==> src/rtl/sparse_stream_encoder_pkg.sv <==
// sparse_stream_encoder_pkg
//   Shared definitions for the sparse stream encoder and the PE it feeds:
//   fp32 field positions, the zero test and the default mask width. Both
//   ends of the index/data protocol import these, so they agree on what
//   counts as a zero element and on how wide a mask is.
package sparse_stream_encoder_pkg;

  localparam int FP32_WIDTH          = 32;
  localparam int FP32_SIGN_BIT       = 31;
  localparam int FP32_MAG_MSB        = FP32_SIGN_BIT - 1;  // magnitude is [30:0]
  localparam int DEFAULT_VEC_LEN     = 32;                 // equals PE Mask_Width
  localparam int DEFAULT_INDEX_WIDTH = $clog2(DEFAULT_VEC_LEN);

  typedef enum logic {
    ST_RUN   = 1'b0,
    ST_FLUSH = 1'b1
  } enc_state_t;

  // The sign bit is ignored, so -0.0 is zero; denormals have a nonzero
  // mantissa and therefore count as nonzero.
  function automatic logic is_zero_fp32(input logic [FP32_WIDTH-1:0] i_word);
    return (i_word[FP32_MAG_MSB:0] == '0);
  endfunction

endpackage

==> src/rtl/sparse_stream_encoder_fifo.sv <==
// sparse_enc_fifo
//   Small synchronous FIFO holding encoded (index, data, last) entries.
//   Push and pop may happen in the same cycle at any fill level; a push
//   into a full FIFO is only taken when a pop frees a slot that cycle.
// Ports:
//   clk, rst      clock, asynchronous active-high reset
//   i_push        write i_push_data this cycle
//   i_pop         remove the head entry this cycle (ignored when empty)
//   o_head        head entry (combinational read of the storage)
//   o_count       number of stored entries, 0..Depth
//   o_full        count == Depth
//   o_empty       count == 0
module sparse_enc_fifo #(
  parameter int Width = 36,
  parameter int Depth = 4
) (
  input  logic                       clk,
  input  logic                       rst,
  input  logic                       i_push,
  input  logic [Width-1:0]           i_push_data,
  input  logic                       i_pop,
  output logic [Width-1:0]           o_head,
  output logic [$clog2(Depth):0]     o_count,
  output logic                       o_full,
  output logic                       o_empty
);

  localparam int Ptr_Width   = $clog2(Depth);
  localparam int Count_Width = Ptr_Width + 1;

  logic [Width-1:0]       r_mem [Depth];
  logic [Ptr_Width-1:0]   r_wr_ptr;
  logic [Ptr_Width-1:0]   r_rd_ptr;
  logic [Count_Width-1:0] r_count;
  logic                   w_pop_en;
  logic                   w_push_en;

  assign o_empty   = (r_count == '0);
  assign o_full    = (r_count == Count_Width'(Depth));
  assign o_count   = r_count;
  assign o_head    = r_mem[r_rd_ptr];
  assign w_pop_en  = i_pop && !o_empty;
  assign w_push_en = i_push && (!o_full || w_pop_en);

  // Storage has no reset; only the pointers and count define validity.
  always_ff @(posedge clk) begin
    if (w_push_en) begin
      r_mem[r_wr_ptr] <= i_push_data;
    end
  end

  // Depth is a power of two, so the pointers wrap naturally.
  always_ff @(posedge clk or posedge rst) begin
    if (rst) begin
      r_wr_ptr <= '0;
      r_rd_ptr <= '0;
      r_count  <= '0;
    end else begin
      if (w_push_en) r_wr_ptr <= r_wr_ptr + Ptr_Width'(1);
      if (w_pop_en)  r_rd_ptr <= r_rd_ptr + Ptr_Width'(1);
      r_count <= r_count + Count_Width'(w_push_en) - Count_Width'(w_pop_en);
    end
  end

endmodule

==> src/rtl/sparse_stream_encoder.sv <==
// sparse_stream_encoder
//   Producer end of the sparse PE index/data protocol. Dense fp32 words
//   arrive one per cycle; only nonzero elements leave, as (index, data)
//   pairs, with out_last on the final nonzero of each vector. A per-vector
//   nonzero bitmap is pulsed on mask_valid/mask_out for the PE mask load.
//   The most recent nonzero is parked in a hold register so it can be
//   tagged last once the vector end is seen.
// Optional feature: define SPARSE_ENC_NNZ_COUNT_EN to add output nnz_count
//   (nonzero count of the vector, valid with mask_valid).
// Ports:
//   clk, rst                 clock, asynchronous active-high reset
//   in_valid/in_ready        dense input handshake
//   in_data, in_last         dense element and end-of-vector flag
//   out_valid/out_ready      sparse output handshake
//   out_index, out_data      element position and value
//   out_last                 last nonzero entry of its vector
//   mask_valid, mask_out     one-cycle bitmap pulse and held bitmap
module sparse_stream_encoder
  import sparse_stream_encoder_pkg::*;
#(
  parameter int Data_Width  = FP32_WIDTH,
  parameter int Vec_Len     = DEFAULT_VEC_LEN,
  parameter int Index_Width = $clog2(Vec_Len),
  parameter int Fifo_Depth  = 4
) (
  input  logic                   clk,
  input  logic                   rst,
  input  logic                   in_valid,
  output logic                   in_ready,
  input  logic [Data_Width-1:0]  in_data,
  input  logic                   in_last,
  output logic                   out_valid,
  input  logic                   out_ready,
  output logic [Index_Width-1:0] out_index,
  output logic [Data_Width-1:0]  out_data,
  output logic                   out_last,
  output logic                   mask_valid,
`ifdef SPARSE_ENC_NNZ_COUNT_EN
  output logic [Index_Width:0]   nnz_count,
`endif
  output logic [Vec_Len-1:0]     mask_out
);

  localparam int Entry_Width = Index_Width + Data_Width + 1;
  localparam int Count_Width = $clog2(Fifo_Depth) + 1;

  enc_state_t             r_state;
  enc_state_t             w_state_next;
  logic [Index_Width-1:0] r_cnt;
  logic                   r_hold_valid;
  logic [Index_Width-1:0] r_hold_index;
  logic [Data_Width-1:0]  r_hold_data;
  logic [Vec_Len-1:0]     r_mask_acc;
  logic [Vec_Len-1:0]     r_mask_out;
  logic                   r_mask_valid;

  logic                   w_accept;
  logic                   w_nonzero;
  logic                   w_end;
  logic [Vec_Len-1:0]     w_mask_bit;
  logic                   w_push;
  logic [Entry_Width-1:0] w_push_entry;
  logic                   w_hold_load;
  logic                   w_hold_clear;
  logic [Entry_Width-1:0] w_head;
  logic [Count_Width-1:0] w_count;
  logic                   w_full;
  logic                   w_empty;

  assign in_ready   = (r_state == ST_RUN) && !rst && (w_count < Count_Width'(Fifo_Depth));
  assign w_accept   = in_valid && in_ready;
  assign w_nonzero  = !is_zero_fp32(in_data);
  // Reaching the last slot ends the vector exactly as in_last would.
  assign w_end      = in_last || (r_cnt == Index_Width'(Vec_Len - 1));
  assign w_mask_bit = w_nonzero ? ({{(Vec_Len-1){1'b0}}, 1'b1} << r_cnt) : '0;

  always_comb begin
    w_state_next = r_state;
    w_push       = 1'b0;
    w_push_entry = '0;
    w_hold_load  = 1'b0;
    w_hold_clear = 1'b0;
    case (r_state)
      ST_RUN: begin
        if (w_accept) begin
          if (w_nonzero) begin
            if (r_hold_valid) begin
              // Older nonzero is now known not to be last.
              w_push       = 1'b1;
              w_push_entry = {r_hold_index, r_hold_data, 1'b0};
              w_hold_load  = 1'b1;
              if (w_end) w_state_next = ST_FLUSH;
            end else if (w_end) begin
              w_push       = 1'b1;
              w_push_entry = {r_cnt, in_data, 1'b1};
            end else begin
              w_hold_load  = 1'b1;
            end
          end else if (w_end && r_hold_valid) begin
            w_push       = 1'b1;
            w_push_entry = {r_hold_index, r_hold_data, 1'b1};
            w_hold_clear = 1'b1;
          end
        end
      end
      ST_FLUSH: begin
        if (!w_full) begin
          w_push       = 1'b1;
          w_push_entry = {r_hold_index, r_hold_data, 1'b1};
          w_hold_clear = 1'b1;
          w_state_next = ST_RUN;
        end
      end
      default: w_state_next = ST_RUN;
    endcase
  end

  always_ff @(posedge clk or posedge rst) begin
    if (rst) begin
      r_state      <= ST_RUN;
      r_cnt        <= '0;
      r_hold_valid <= 1'b0;
      r_hold_index <= '0;
      r_hold_data  <= '0;
      r_mask_acc   <= '0;
      r_mask_out   <= '0;
      r_mask_valid <= 1'b0;
    end else begin
      r_state      <= w_state_next;
      r_mask_valid <= 1'b0;
      if (w_hold_load) begin
        r_hold_valid <= 1'b1;
        r_hold_index <= r_cnt;
        r_hold_data  <= in_data;
      end else if (w_hold_clear) begin
        r_hold_valid <= 1'b0;
      end
      if (w_accept) begin
        if (w_end) begin
          r_cnt        <= '0;
          r_mask_out   <= r_mask_acc | w_mask_bit;
          r_mask_acc   <= '0;
          r_mask_valid <= 1'b1;
        end else begin
          r_cnt        <= r_cnt + Index_Width'(1);
          r_mask_acc   <= r_mask_acc | w_mask_bit;
        end
      end
    end
  end

`ifdef SPARSE_ENC_NNZ_COUNT_EN
  logic [Index_Width:0] r_nnz_acc;
  logic [Index_Width:0] r_nnz_count;
  logic [Index_Width:0] w_nnz_sum;

  assign w_nnz_sum = r_nnz_acc + {{Index_Width{1'b0}}, w_nonzero};
  assign nnz_count = r_nnz_count;

  always_ff @(posedge clk or posedge rst) begin
    if (rst) begin
      r_nnz_acc   <= '0;
      r_nnz_count <= '0;
    end else if (w_accept) begin
      if (w_end) begin
        r_nnz_count <= w_nnz_sum;
        r_nnz_acc   <= '0;
      end else begin
        r_nnz_acc   <= w_nnz_sum;
      end
    end
  end
`endif

  sparse_enc_fifo #(
    .Width (Entry_Width),
    .Depth (Fifo_Depth)
  ) u_fifo (
    .clk         (clk),
    .rst         (rst),
    .i_push      (w_push),
    .i_push_data (w_push_entry),
    .i_pop       (out_ready),
    .o_head      (w_head),
    .o_count     (w_count),
    .o_full      (w_full),
    .o_empty     (w_empty)
  );

  // Outputs read as zero whenever nothing is queued.
  assign out_valid  = !w_empty;
  assign {out_index, out_data, out_last} = out_valid ? w_head : '0;
  assign mask_valid = r_mask_valid;
  assign mask_out   = r_mask_out;

endmodule

==> config.mk <==
export PLATFORM = sky130hd
export DESIGN_NAME = sparse_stream_encoder
export DESIGN_NICKNAME = d
export VERILOG_FILES = /design/src/rtl/sparse_stream_encoder_pkg.sv /design/src/rtl/sparse_stream_encoder_fifo.sv /design/src/rtl/sparse_stream_encoder.sv
export SDC_FILE = /design/constraint.sdc
export NUM_CORES = 1
export LEC_CHECK = 0
export CAP_MARGIN = 10
export CELL_PAD_IN_SITES_DETAIL_PLACEMENT = 1
export CELL_PAD_IN_SITES_GLOBAL_PLACEMENT = 2
export CORE_AREA = 2 2 151 182
export DETAILED_ROUTE_END_ITERATION = 10
export DIE_AREA = 0 0 153 184
export GPL_ROUTABILITY_DRIVEN = 0
export PLACE_DENSITY = 0.89
export RECOVER_POWER = 100
export SYNTH_ARGS = -nofsm -noshare
export SYNTH_HDL_FRONTEND = slang
export SYNTH_SLANG_ARGS = --single-unit
==> constraint.sdc <==
create_clock -name clk -period 16.4 [get_ports clk]
set_clock_uncertainty 0.2 [all_clocks]
set_input_delay 1.64 -clock clk [delete_from_list [all_inputs] [get_ports clk]]
set_output_delay 1.64 -clock clk [all_outputs]
set_load 0.01 [all_outputs]
# --- Word-level counts from Yosys, hierarchy flattened ---
# Memory sizes are Yosys's and may differ from the RTL's.
# Index checks and enable logic that the tools add are counted.
word_totals:
  reg_bits: 116
  ramBits: 152
  input_bits: 37
  output_inout_bits: 73
  mem_count: 1
op_classes:
  n_addsub: 5
  n_lt_le_gt_ge: 1
  eq_ne: 2
  n_shift: 1
  mux: 36
  bitwise_logic: 2
  n_reduce_logical: 15
memory_table:
  columns: ["name", "words", "width", "rd", "rd_clocked_by_memory_dff", "write_ports", "line_no", "text"]
  rows:
  - ["u_fifo.r_mem", 4, 38, 1, 0, 1, "sparse_stream_encoder_fifo.sv:31", "logic [Width-1:0] r_mem [Depth];"]
op_table:
  columns: ["cell", "n"]
  rows:
  - ["two-way mux 38 bit", 7]
  - ["case mux 38 bit (2 select lines)", 1]
  - ["two-way mux 32 bit", 2]
  - ["bitwise OR 32 bit", 1]
  - ["left shift 1 x 5 -> 32 bit (first input constant)", 1]
  - ["zero test 31 bit", 1]
  - ["two-way mux 1 bit", 22]
  - ["logical AND 1 bit", 6]
  - ["case mux 1 bit (2 select lines)", 3]
  - ["adder 5 x 1 -> 5 bit (second input constant)", 1]
  - ["== test 5 bit (second input constant)", 1]
  - ["two-way mux 5 bit", 1]
  - ["adder 2 x 1 -> 2 bit (second input constant)", 2]
  - ["adder 3 x 1 -> 3 bit", 1]
  - ["== test 3 bit (second input constant)", 1]
  - ["zero test 1 bit", 3]
  - ["zero test 3 bit", 1]
  - ["less-than comparator 3 bit (second input constant)", 1]
  - ["subtractor 3 x 1 -> 3 bit", 1]
  - ["logical OR 1 bit", 2]
  - ["AND reduction 2 bit", 1]
  - ["nonzero test 2 bit", 1]
  - ["inverter 1 bit", 1]

# --- Depth between registers and ports, before layout ---
# Gate-level depths: netlist of the first run.
logic_depth:
  depth_word: 10
  depth_mapped: 10

# --- Cells and area by module ---
# From an unflattened synthesis of the first run, not the netlist that was laid out.
unflattened:
  cells_unflattened: 958
  area_unflattened_um2: 12507.0
modules_own_cells:
  columns: ["module", "instances", "cells_each", "area_per_inst_um2", "seq_area_each_um2"]
  rows:
  - ["sparse_stream_encoder", 1, 723, 6585.1, 2727.6]
  - ["sparse_enc_fifo", 1, 235, 5921.9, 4739.5]

# --- Least setup slack after synthesis of the first run ---
# No wires, ideal clock.
synth_timing:
  kind: "input port to flip-flop"
  start: "input rst"
  end: "memory u_fifo.r_mem[0][0] (netlist name) (enable)"
  setup_ps: 489
  arrival_time_ps: 5568
  slack_ps: 10143
  cell_stages: 4
  n_path_buf: 0
  path_cell_list: "or4b_1 -> a21oi_1 -> o21ai_0 -> nor3b_1"
synth_between:
  elab_chain_cells: 9
synth_rtl:
  columns: ["element", "line_no", "text"]
  rows:
  - ["start, declared", "sparse_stream_encoder.sv:27", "input logic rst,"]
  - ["zero test 1 bit (no line)", null, null]
  - ["logical AND 1 bit (2 in series)", "sparse_stream_encoder.sv:70", "assign in_ready = (r_state == ST_RUN) && !rst && (w_count < Count_Width'(Fifo_Depth));"]
  - ["logical AND 1 bit", "sparse_stream_encoder.sv:71", "assign w_accept = in_valid && in_ready;"]
  - ["two-way mux 1 bit", "sparse_stream_encoder.sv:85", "if (w_accept) begin"]
  - ["case mux 1 bit (2 select lines)", "sparse_stream_encoder.sv:83", "case (r_state)"]
  - ["logical AND 1 bit", "sparse_stream_encoder_fifo.sv:43", "assign w_push_en = i_push && (!o_full || w_pop_en);"]
  - ["two-way mux 1 bit", "sparse_stream_encoder_fifo.sv:47", "if (w_push_en) begin"]
  - ["two-way mux 1 bit (implied by the code)", "sparse_stream_encoder_fifo.sv:48", "r_mem[r_wr_ptr] <= i_push_data;"]
  - ["end, declared", "sparse_stream_encoder_fifo.sv:31", null]
# Every way passes these cells.

# --- Worst setup path in the final report of the first run ---
layout_timing:
  start: "input rst"
  end: "memory u_fifo.r_mem[1][0] (netlist name), data pin"
layout_between:
  elab_chain_cells: 6
layout_rtl:
  columns: ["element", "line_no", "text"]
  rows:
  - ["zero test 1 bit (no line)", null, null]
  - ["logical AND 1 bit (2 in series)", "sparse_stream_encoder.sv:70", null]
  - ["logical AND 1 bit", "sparse_stream_encoder.sv:71", null]
  - ["two-way mux 38 bit", "sparse_stream_encoder.sv:85", null]
  - ["case mux 38 bit (2 select lines)", "sparse_stream_encoder.sv:83", null]
  - ["named net u_fifo.i_push_data[0]", "sparse_stream_encoder_fifo.sv:20", "input logic [Width-1:0] i_push_data,"]
# The timed path passes the listed nets, and every way through them passes these cells.

==> flow_metrics.py, run 1 <==
metrics = {
    "setup_path": {
        "required_ns": 16.46,
        "critPathArrivalTime_ns": 7.82,
        "cp_slowest_stage_delay_ns": 1.93,
        "cp-start-kind": "input port",
        "endpoint_kind": "flip-flop",
        "cpMostUsedCell": "clkbuf_1",
        "cp_cell_sequence": "dlygate4sd3_1 > nor4b_1 > clkbuf_1 > nand2_2 > clkbuf_1 > inv_1 > o211a_1 > a311o_1",
        "path_class": "in -> reg",
        "crit_path_max_fanout": 67,
        "cp_slowest_cell": "clkbuf_1",
    },
    "clock_network": {
        "hold_buffers": 0,
        "post_cts_resized": 0,
        "cts_max_level": 1,
        "root_buffer": "clkbuf_16",
        "cts_sinks": 268,
        "cts_tree": "built",
        "cts_setup_buffers": 0,
        "cts_buffers": 27,
        "insertion_delay_ns": 0.53,
        "clk_pin_slew_ns": 0.06,
        "max-clock-path-buffers": 3,
    },
    "place": {
        "place_area_um2": 12900,
        "pre_cts_ws_ns": 10.78,
        "port_buffers": 109,
        "dp_hpwl_um": 18100,
        "dp.cells": 1213,
    },
    "drt": {
        "drtAntennaViolNets": 0,
        "vias": 7218,
        "dr.first_iter.drc_count": 449,
        "wl_per_cell_um": 23.2,
        "routed_via_density": 5.72,
        "drtPass1Iterations": 5,
        "drc": 0,
        "drt_wl_total_um": 29300,
    },
    "synth": {
        "synth_top_area_frac": 0.399,
        "yosys_warnings": 0,
        "ys_seq_area_frac": 0.653,
        "synth-simple-area-share": 0.0909,
        "synth-edff-count": 152,
        "synth-compound-area-share": 0.0949,
        "synth_mux_area_frac": 0.112,
        "syn_nets": 854,
        "synth-async-reset-ratio": 0.433,
        "synth_ff_type": "edfxtp_1",
        "synth-seq-cells": 268,
        "avgSynthCellArea_um2": 14.2,
        "synth-adder-area-share": 0.0160,
        "synth_area_leaders": "edfxtp_1, dfrtp_1, mux4_2, mux2_2, a32o_1",
        "syn_area_um2": 11400,
        "synth_top_cell_by_area": "edfxtp_1",
        "synth_xor_area_frac": 0.00307,
        "postSynthCellCount": 803,
        "synth_top_family_by_area": "multiplexers",
        "synth.distinct_cells": 46,
    },
    "power_and_ir_drop": {
        "leakage_nw": 5.08,
        "ir_worst_vdd_uv": 66.2,
        "powerDensity_nw_per_um2": 175,
    },
    "finish": {
        "diodes": 0,
        "layout_commonest_cell": "edfxtp_1",
        "fill_cells": 2612,
        "fin_area_um2": 13600,
        "area_delta_synth_final_pct": 19.3,
        "stdcell_count": 1262,
        "final_nets": 958,
        "final_cell_mix": "edfxtp_1, dfrtp_1, nor2_1, dlygate4sd3_1, o21ai_0",
        "layout-drive-gt1-share": 0.138,
    },
    "global_routing": {
        "grt_pass1_wl_um": 46400,
        "grt_pass1_vias": 7934,
        "antenna_found_initial": 0,
        "grt_overflow": 0,
        "grt_usage": 0.212,
        "grt_max_degree": 76,
    },
    "timing": {
        "layout_setup_ws_ns": 8.64,
        "finalMaxSlewViolations": 353,
        "slew_headroom": -1.75,
        "rsz0062_at_grt": "false",
        "min_period_ns": 7.76,
        "setup_viol": 0,
        "finalSetupTns_ns": 0,
        "timing.final.crit_share": 0.473,
        "hold_viol_final": 0,
        "fmax_ghz": 0.129,
        "worstMarginPinSlew_ns": 4.13,
    },
    "floorplanning": {
        "die_h_um": 184,
        "rows": 65,
        "die_w_um": 153,
        "die-area_um2": 28200,
        "core_um2": 26300,
        "io_pins": 110,
        "initial_core_util": 0.435,
    },
    "status": {
        "failed_checks": "max-capacitance violations, max-slew violations",
        "outcome": "finished with violations",
    },
    "flow_run": {
        "max_cap_violations": 8,
    },
    "worst_hold_path": {
        "min_path_type": "reg -> reg",
    },
}
[stage by stage]
| stage | power (mW) | utilization | hold slack (ns) |
|---|---|---|---|
| after floorplan | 1.46 | - | 0.251 |
| after global placement | 1.84 | 0.491 | 0.264 |
| after detailed placement | 1.87 | 0.491 | 0.272 |
| after CTS | 2.46 | 0.523 | 0.284 |
| after global routing | 2.51 | 0.519 | 0.319 |
| final | 2.38 | 0.519 | 0.281 |
[synthesized netlist by cell type, types with 7 or more instances]
library cell / n
a21oi_1: 34
a32o_1: 38
and2_1: 39
buf_2: 12
clkbuf_1: 36
dfrtp_1: 116
edfxtp_1: 152
ha_1: 13
inv_1: 23
mux2_2: 37
mux4_2: 38
nand2_1: 39
nand3_1: 8
nand3b_1: 7
nor2_1: 77
nor4_1: 10
o2111ai_1: 10
o211ai_1: 18
o21ai_0: 44
[metal layers]
metal	share of wire	track usage	vias up
met5	0	0	-
met4	0.024	0.0585	0
met3	0.048	0.0276	44
met2	0.51	0.388	203
met1	0.41	0.266	3731
li1	-	-	3240
[worst paths after layout]
check                               start                 end  slack (ns)  cells after the start
min in group asynchronous             rst     r_hold_index[1]        1.99                      2
max reg2reg                      r_cnt[3]  u_fifo.r_mem[1][0]        9.17                      8
min                        r_mask_acc[17]      r_mask_acc[17]        0.28                      2
min reg2reg                r_mask_acc[17]      r_mask_acc[17]        0.28                      2
max                                   rst  u_fifo.r_mem[1][0]        8.64                      8
max in group asynchronous             rst     r_hold_index[2]        9.33                      3
[registers in the layout, summed over array words and instances (netlist names), 3 cells and up]
| name | flops |
|---|---|
| mask_out | 32 |
| r_cnt | 5 |
| r_hold_data | 32 |
| r_hold_index | 5 |
| r_mask_acc | 32 |
| u_fifo.o_count | 3 |
| u_fifo.r_mem | 152 |
[cells by family after synthesis]
logic type / after synthesis
compound gates: 154
xor+xnor: 4
fa+ha+maj: 14
buf+inv: 80
flops: 268
mux: 76
simple gates: 207
[power by group]
group	total [mW]	internal (mW)	leakage [nW]	switching (mW)
sequential	1.01	0.890	2.84	0.120
clock	0.582	0.328	0.406	0.254
combinational	0.791	0.405	1.84	0.386
total	2.38	1.62	5.08	0.760
[worst max-delay path: cells and delay by family]
kind                   cells  cell delay [ns]
AO/OA/AOI/OAI              2             1.63
AND/OR/NAND/NOR            2             0.20
buffers and inverters      4             4.31
[final cells by class]
class,count,area (um^2),area share
Sequential cell,268,7470,0.548
Clock inverter,13,96.3,0.00706
Tap cell,335,419,0.0307
Inverter,24,91.3,0.00670
Clock buffer,36,729,0.0535
Multi-Input combinational cell,455,3640,0.267
Timing Repair Buffer,131,1200,0.0877
(Power assumes the default switching activity.)
==> run 2: changes to the inputs <==
--- a/config.mk
+++ b/config.mk
@@ -8,11 +8,11 @@
 export CAP_MARGIN = 10
 export CELL_PAD_IN_SITES_DETAIL_PLACEMENT = 1
 export CELL_PAD_IN_SITES_GLOBAL_PLACEMENT = 2
-export CORE_AREA = 2 2 151 182
+export CORE_AREA = 2 2 164 198
 export DETAILED_ROUTE_END_ITERATION = 10
-export DIE_AREA = 0 0 153 184
+export DIE_AREA = 0 0 166 200
 export GPL_ROUTABILITY_DRIVEN = 0
-export PLACE_DENSITY = 0.89
+export PLACE_DENSITY = 0.8
 export RECOVER_POWER = 100
 export SYNTH_ARGS = -nofsm -noshare
 export SYNTH_HDL_FRONTEND = slang
==> constraint.sdc (replaced) <==
create_clock -name clk -period 7 [get_ports clk]
set_clock_uncertainty 0.2 [all_clocks]
set_input_delay 0.7 -clock clk [delete_from_list [all_inputs] [get_ports clk]]
set_output_delay 0.7 -clock clk [all_outputs]
set_load 0.01 [all_outputs]
==> run 2 against run 1 <==
  * The run still ends with max-capacitance violations, max-slew violations left
  * Power grew 140%
  * Design area up 1.4%
  * Global-route usage is 3.5 points lower
==> flow_metrics.py, run 2 (synthesis results as in run 1) <==
metrics = {
    "place": {
        "dp.cells": 1273,
        "pre_cts_ws_ns": 2.30,
        "port_buffers": 109,
        "dp_hpwl_um": 17900,
    },
    "floorplanning": {
        "die_w_um": 166,
        "io_pins": 110,
        "die_h_um": 200,
        "initial_core_util": 0.367,
        "rows": 71,
        "core_um2": 31200,
        "die-area_um2": 33200,
    },
    "finish": {
        "largest_reg_flops": 152,
        "final_cell_mix": "edfxtp_1, dfrtp_1, nor2_1, dlygate4sd3_1, clkdlybuf4s50_1",
        "multi_input_area_um2": 3660,
        "fill_cells": 3096,
        "top_register": "u_fifo.r_mem",
        "area_delta_synth_final_pct": 21.0,
        "final_nets": 954,
        "ff_latch_area_um2": 7470,
        "stdcell_count": 1327,
        "layout_commonest_cell": "edfxtp_1",
        "diodes": 0,
        "layout-drive-gt1-share": 0.151,
    },
    "clock_network": {
        "root_buffer": "clkbuf_16",
        "cts_buffers": 29,
        "post_cts_resized": 0,
        "clk_pin_slew_ns": 0.06,
        "max-clock-path-buffers": 3,
        "hold_buffers": 0,
        "insertion_delay_ns": 0.54,
        "cts_max_level": 1,
        "cts_sinks": 268,
        "cts_setup_buffers": 0,
        "cts_tree": "built",
    },
    "drt": {
        "drtPass1Iterations": 5,
        "drtAntennaViolNets": 0,
        "dr.first_iter.drc_count": 583,
        "routed_via_density": 5.46,
        "drc": 0,
        "vias": 7252,
        "drt_wl_total_um": 29400,
        "wl_per_cell_um": 22.1,
    },
    "setup_path": {
        "path_delay_family": "buffers and inverters",
        "path_buf_inv": 3,
        "cpMostUsedCell": "nor4_1",
        "path_class": "in -> reg",
        "critPathArrivalTime_ns": 5.43,
        "cp_slowest_cell": "clkbuf_1",
        "cp_slowest_stage_delay_ns": 1.54,
        "crit_path_max_fanout": 43,
        "required_ns": 6.95,
        "cp-start-kind": "input port",
        "cp_cell_sequence": "dlygate4sd3_1 > nor4_1 > nand4_1 > clkbuf_1 > nor4_1 > nor3b_2 > clkbuf_2",
        "endpoint_kind": "flip-flop",
    },
    "timing": {
        "fmax_ghz": 0.182,
        "min_period_ns": 5.48,
        "fin_hold_ws_ns": 0.286,
        "finalSetupTns_ns": 0,
        "layout_setup_ws_ns": 1.52,
        "finalMaxSlewViolations": 201,
        "worstMarginPinSlew_ns": 2.92,
        "slew_headroom": -0.958,
        "setup_viol": 0,
        "timing.final.crit_share": 0.783,
        "hold_viol_final": 0,
        "rsz0062_at_grt": "false",
    },
    "global_routing": {
        "grt_usage": 0.178,
        "antenna_found_initial": 0,
        "grt_pass1_wl_um": 46200,
        "grt_max_degree": 67,
        "grt_overflow": 0,
        "grt_pass1_vias": 7896,
    },
    "power_and_ir_drop": {
        "powerDensity_nw_per_um2": 412,
        "leakage_nw": 5.13,
        "ir_worst_vdd_uv": 203,
    },
    "status": {
        "outcome": "finished with violations",
        "failed_checks": "max-capacitance violations, max-slew violations",
    },
    "flow_run": {
        "max_cap_violations": 4,
    },
    "worst_hold_path": {
        "min_path_type": "reg -> reg",
    },
}
## run 2: changes by cell type in the layout (fill, tap and decap cells not counted), sizes merged
| cell | change |
|---|---|
| inv | +1 |
| clkdlybuf4s50 | +14 |
| clkbuf | -7 |
| bufinv | +1 |
| buf | +5 |
| clkinvlp | -1 |
| dlygate4sd3 | -14 |
## run 2: worst register-to-register path: cells and delay by family (launching register included)
kind                       cells  cell delay [ns]
adders and majority gates      1             0.30
buffers and inverters          1             0.87
and+or+nand+nor                2             0.91
DFF                            1             1.03
AOI/OAI and AO/OA              2             0.83
## run 2: metal layers
| layer | vias up | wire length [um] | track usage |
|---|---|---|---|
| met2 | 187 | 14900 | 0.317 |
| met1 | 3793 | 12700 | 0.230 |
| li1 | 3229 | - | - |
| met5 | - | 0 | 0 |
| met3 | 43 | 1270 | 0.0272 |
| met4 | 0 | 513 | 0.0428 |
## run 2: cell type report
class,count,share of cell area
inverters,24,0.00661
clock inverters,14,0.00814
clock buffers,40,0.0576
well taps,401,0.0363
flip-flops and latches,268,0.540
multi-input cells,455,0.265
repair buffers,125,0.0864
## run 2: worst paths after layout
check,from,endpoint,slack (ns),cells after the start
min in group asynchronous,rst,r_hold_index[3],1.34,2
max reg2reg,r_cnt[4],u_fifo.r_mem[3][18],2.45,6
max,in_data[0],u_fifo.r_mem[3][18],1.52,7
max in group asynchronous,rst,r_hold_data[27],2.77,3
min,r_mask_acc[13],r_mask_acc[13],0.29,2
min reg2reg,r_mask_acc[13],r_mask_acc[13],0.29,2
## run 2: report_power, final
| group | internal, mW | switching [mW] | total [mW] | leakage [nW] |
|---|---|---|---|---|
| clock | 0.862 | 0.603 | 1.47 | 0.443 |
| sequential | 2.08 | 0.305 | 2.39 | 2.84 |
| combinational | 0.962 | 0.879 | 1.84 | 1.85 |
## run 2: stage by stage
stage,power (mW),util,instance area [um^2]
after CTS,5.87,0.444,13900
after global routing,6.02,0.443,13800
after global placement,4.32,0.415,12900
after floorplan,3.43,-,11400
final,5.69,0.443,13800
after detailed placement,4.37,0.415,12900
==> run 3: changes to the inputs <==
--- a/config.mk
+++ b/config.mk
@@ -8,11 +8,11 @@
 export CAP_MARGIN = 10
 export CELL_PAD_IN_SITES_DETAIL_PLACEMENT = 1
 export CELL_PAD_IN_SITES_GLOBAL_PLACEMENT = 2
-export CORE_AREA = 2 2 164 198
+export CORE_AREA = 2 2 156 188
 export DETAILED_ROUTE_END_ITERATION = 10
-export DIE_AREA = 0 0 166 200
+export DIE_AREA = 0 0 158 190
 export GPL_ROUTABILITY_DRIVEN = 0
-export PLACE_DENSITY = 0.8
+export PLACE_DENSITY = 0.84
 export RECOVER_POWER = 100
 export SYNTH_ARGS = -nofsm -noshare
 export SYNTH_HDL_FRONTEND = slang
==> constraint.sdc (replaced) <==
create_clock -name clk -period 5.5 [get_ports clk]
set_clock_uncertainty 0.2 [all_clocks]
set_input_delay 0.55 -clock clk [delete_from_list [all_inputs] [get_ports clk]]
set_output_delay 0.55 -clock clk [all_outputs]
set_load 0.01 [all_outputs]
==> run 3 against run 2 <==
  * The run still ends with max-capacitance violations, max-slew violations left
  * First-iteration DRC count shrank 25%
  * Largest power group unchanged
  * Global-route usage grew 2.4 points
  * Cell count shrank 1.2%
  * Worst setup slack lost 0.64 ns
  * Critical endpoint is now u_fifo.r_mem[2][8]
  * Sequential cell count is the same
==> flow_metrics.py, run 3 (synthesis results as in run 1) <==
metrics = {
    "clock_network": {
        "root_buffer": "clkbuf_16",
        "cts_sinks": 268,
        "post_cts_resized": 0,
        "clk_pin_slew_ns": 0.06,
        "insertion_delay_ns": 0.52,
        "max-clock-path-buffers": 3,
        "cts_buffers": 27,
        "hold_buffers": 0,
        "cts_setup_buffers": 0,
        "cts_tree": "built",
        "cts_max_level": 1,
    },
    "timing": {
        "fmax_ghz": 0.216,
        "min_period_ns": 4.62,
        "setup_viol": 0,
        "finalMaxSlewViolations": 193,
        "rsz0062_at_grt": "false",
        "slew_headroom": -0.557,
        "finalSetupTns_ns": 0,
        "worstMarginPinSlew_ns": 2.33,
        "timing.final.crit_share": 0.840,
        "layout_setup_ws_ns": 0.881,
        "hold_viol_final": 0,
        "fin_hold_ws_ns": 0.286,
    },
    "setup_path": {
        "cp_cell_sequence": "clkdlybuf4s50_1 > nor4_1 > nand4_1 > clkbuf_1 > or4_2 > a32o_1",
        "endpoint_kind": "flip-flop",
        "required_ns": 5.54,
        "cp_slowest_cell": "or4_2",
        "critPathArrivalTime_ns": 4.66,
        "path_delay_family": "simple AND/OR/NAND/NOR gates",
        "path_class": "in -> reg",
        "path_buf_inv": 2,
        "cp_slowest_stage_delay_ns": 1.41,
        "crit_path_max_fanout": 43,
        "cp-start-kind": "input port",
    },
    "finish": {
        "fill_cells": 2887,
        "layout_commonest_cell": "edfxtp_1",
        "final_nets": 957,
        "top_register": "u_fifo.r_mem",
        "stdcell_count": 1311,
        "fin_area_um2": 13800,
        "layout-drive-gt1-share": 0.152,
        "ff_latch_area_um2": 7470,
        "final_cell_mix": "edfxtp_1, dfrtp_1, nor2_1, clkdlybuf4s50_1, dlygate4sd3_1",
        "multi_input_area_um2": 3640,
        "diodes": 0,
        "largest_reg_flops": 152,
        "area_delta_synth_final_pct": 20.8,
    },
    "place": {
        "place_area_um2": 13000,
        "port_buffers": 109,
        "pre_cts_ws_ns": 1.11,
        "dp.cells": 1262,
        "dp_hpwl_um": 17500,
    },
    "drt": {
        "drtAntennaViolNets": 0,
        "drtPass1Iterations": 5,
        "routed_via_density": 5.64,
        "wl_per_cell_um": 22.6,
        "vias": 7397,
        "drt_wl_total_um": 29700,
        "dr.first_iter.drc_count": 439,
        "drc": 0,
    },
    "power_and_ir_drop": {
        "ir_worst_vdd_uv": 234,
        "leakage_nw": 5.11,
        "powerDensity_nw_per_um2": 529,
    },
    "floorplanning": {
        "die_h_um": 190,
        "io_pins": 110,
        "die_w_um": 158,
        "core_um2": 28400,
        "rows": 68,
        "initial_core_util": 0.402,
        "die-area_um2": 30000,
    },
    "global_routing": {
        "grt_pass1_wl_um": 46700,
        "grt_usage": 0.202,
        "grt_pass1_vias": 8087,
        "antenna_found_initial": 1,
        "grt_overflow": 0,
        "grt_max_degree": 69,
    },
    "flow_run": {
        "max_cap_violations": 4,
    },
    "worst_hold_path": {
        "min_path_type": "reg -> reg",
    },
    "status": {
        "outcome": "finished with violations",
        "failed_checks": "max-capacitance violations, max-slew violations",
    },
}
-- run 3: cell types whose count changed in the layout (fill, tap and decap cells not counted), moves of 3 or more --
| cell | change |
|---|---|
| clkinv_1 | -9 |
| nor3b_1 | +4 |
| dlygate4sd3_1 | -15 |
| clkbuf_1 | +3 |
| and2_0 | +17 |
| clkdlybuf4s50_1 | +15 |
| and2_1 | -17 |
| nor3b_2 | -4 |
-- run 3: cell type report --
class	instances	share of cell area
clock buffers	39	0.0551
clock inverters	10	0.0102
inverters	24	0.00662
multi-input cells	455	0.264
flip-flops and latches	268	0.541
well taps	385	0.0349
repair buffers	130	0.0883
-- run 3: final timing paths --
path                       slack [ns]  cells after the start            endpoint           start
max                              0.88                      6  u_fifo.r_mem[2][8]      in_data[8]
min                              0.29                      2      r_mask_acc[26]  r_mask_acc[26]
max reg2reg                      1.22                      8  u_fifo.r_mem[2][8]        r_cnt[3]
min reg2reg                      0.29                      2      r_mask_acc[26]  r_mask_acc[26]
max in group asynchronous        1.95                      3  u_fifo.r_rd_ptr[0]             rst
min in group asynchronous        0.43                      2     r_hold_index[3]             rst
-- run 3: stage by stage --
stage | utilization | total power, mW
floorplan | - | 4.37
global placement | 0.456 | 5.51
detailed placement | 0.456 | 5.58
CTS | 0.488 | 7.49
global route | 0.486 | 7.71
finish | 0.486 | 7.30
-- run 3: routing by layer --
layer	global-route usage	wire length [um]
met1	0.261	12300
met2	0.356	15200
met3	0.0298	1560
met4	0.0482	587
met5	0	9
-- run 3: worst reg2reg max path: cells and delay by family, from the launching register on --
| kind | cells | cell delay, ns |
|---|---|---|
| adders and majority gates | 1 | 0.16 |
| AOI/OAI and AO/OA | 2 | 0.63 |
| DFF | 1 | 0.92 |
| and+or+nand+nor | 3 | 0.54 |
| buffers and inverters | 2 | 1.67 |
-- run 3: where the power goes --
part	switching [mW]	internal (mW)	total (mW)
sequential	0.376	2.65	3.03
combinational	1.16	1.25	2.41
clock	0.756	1.10	1.86
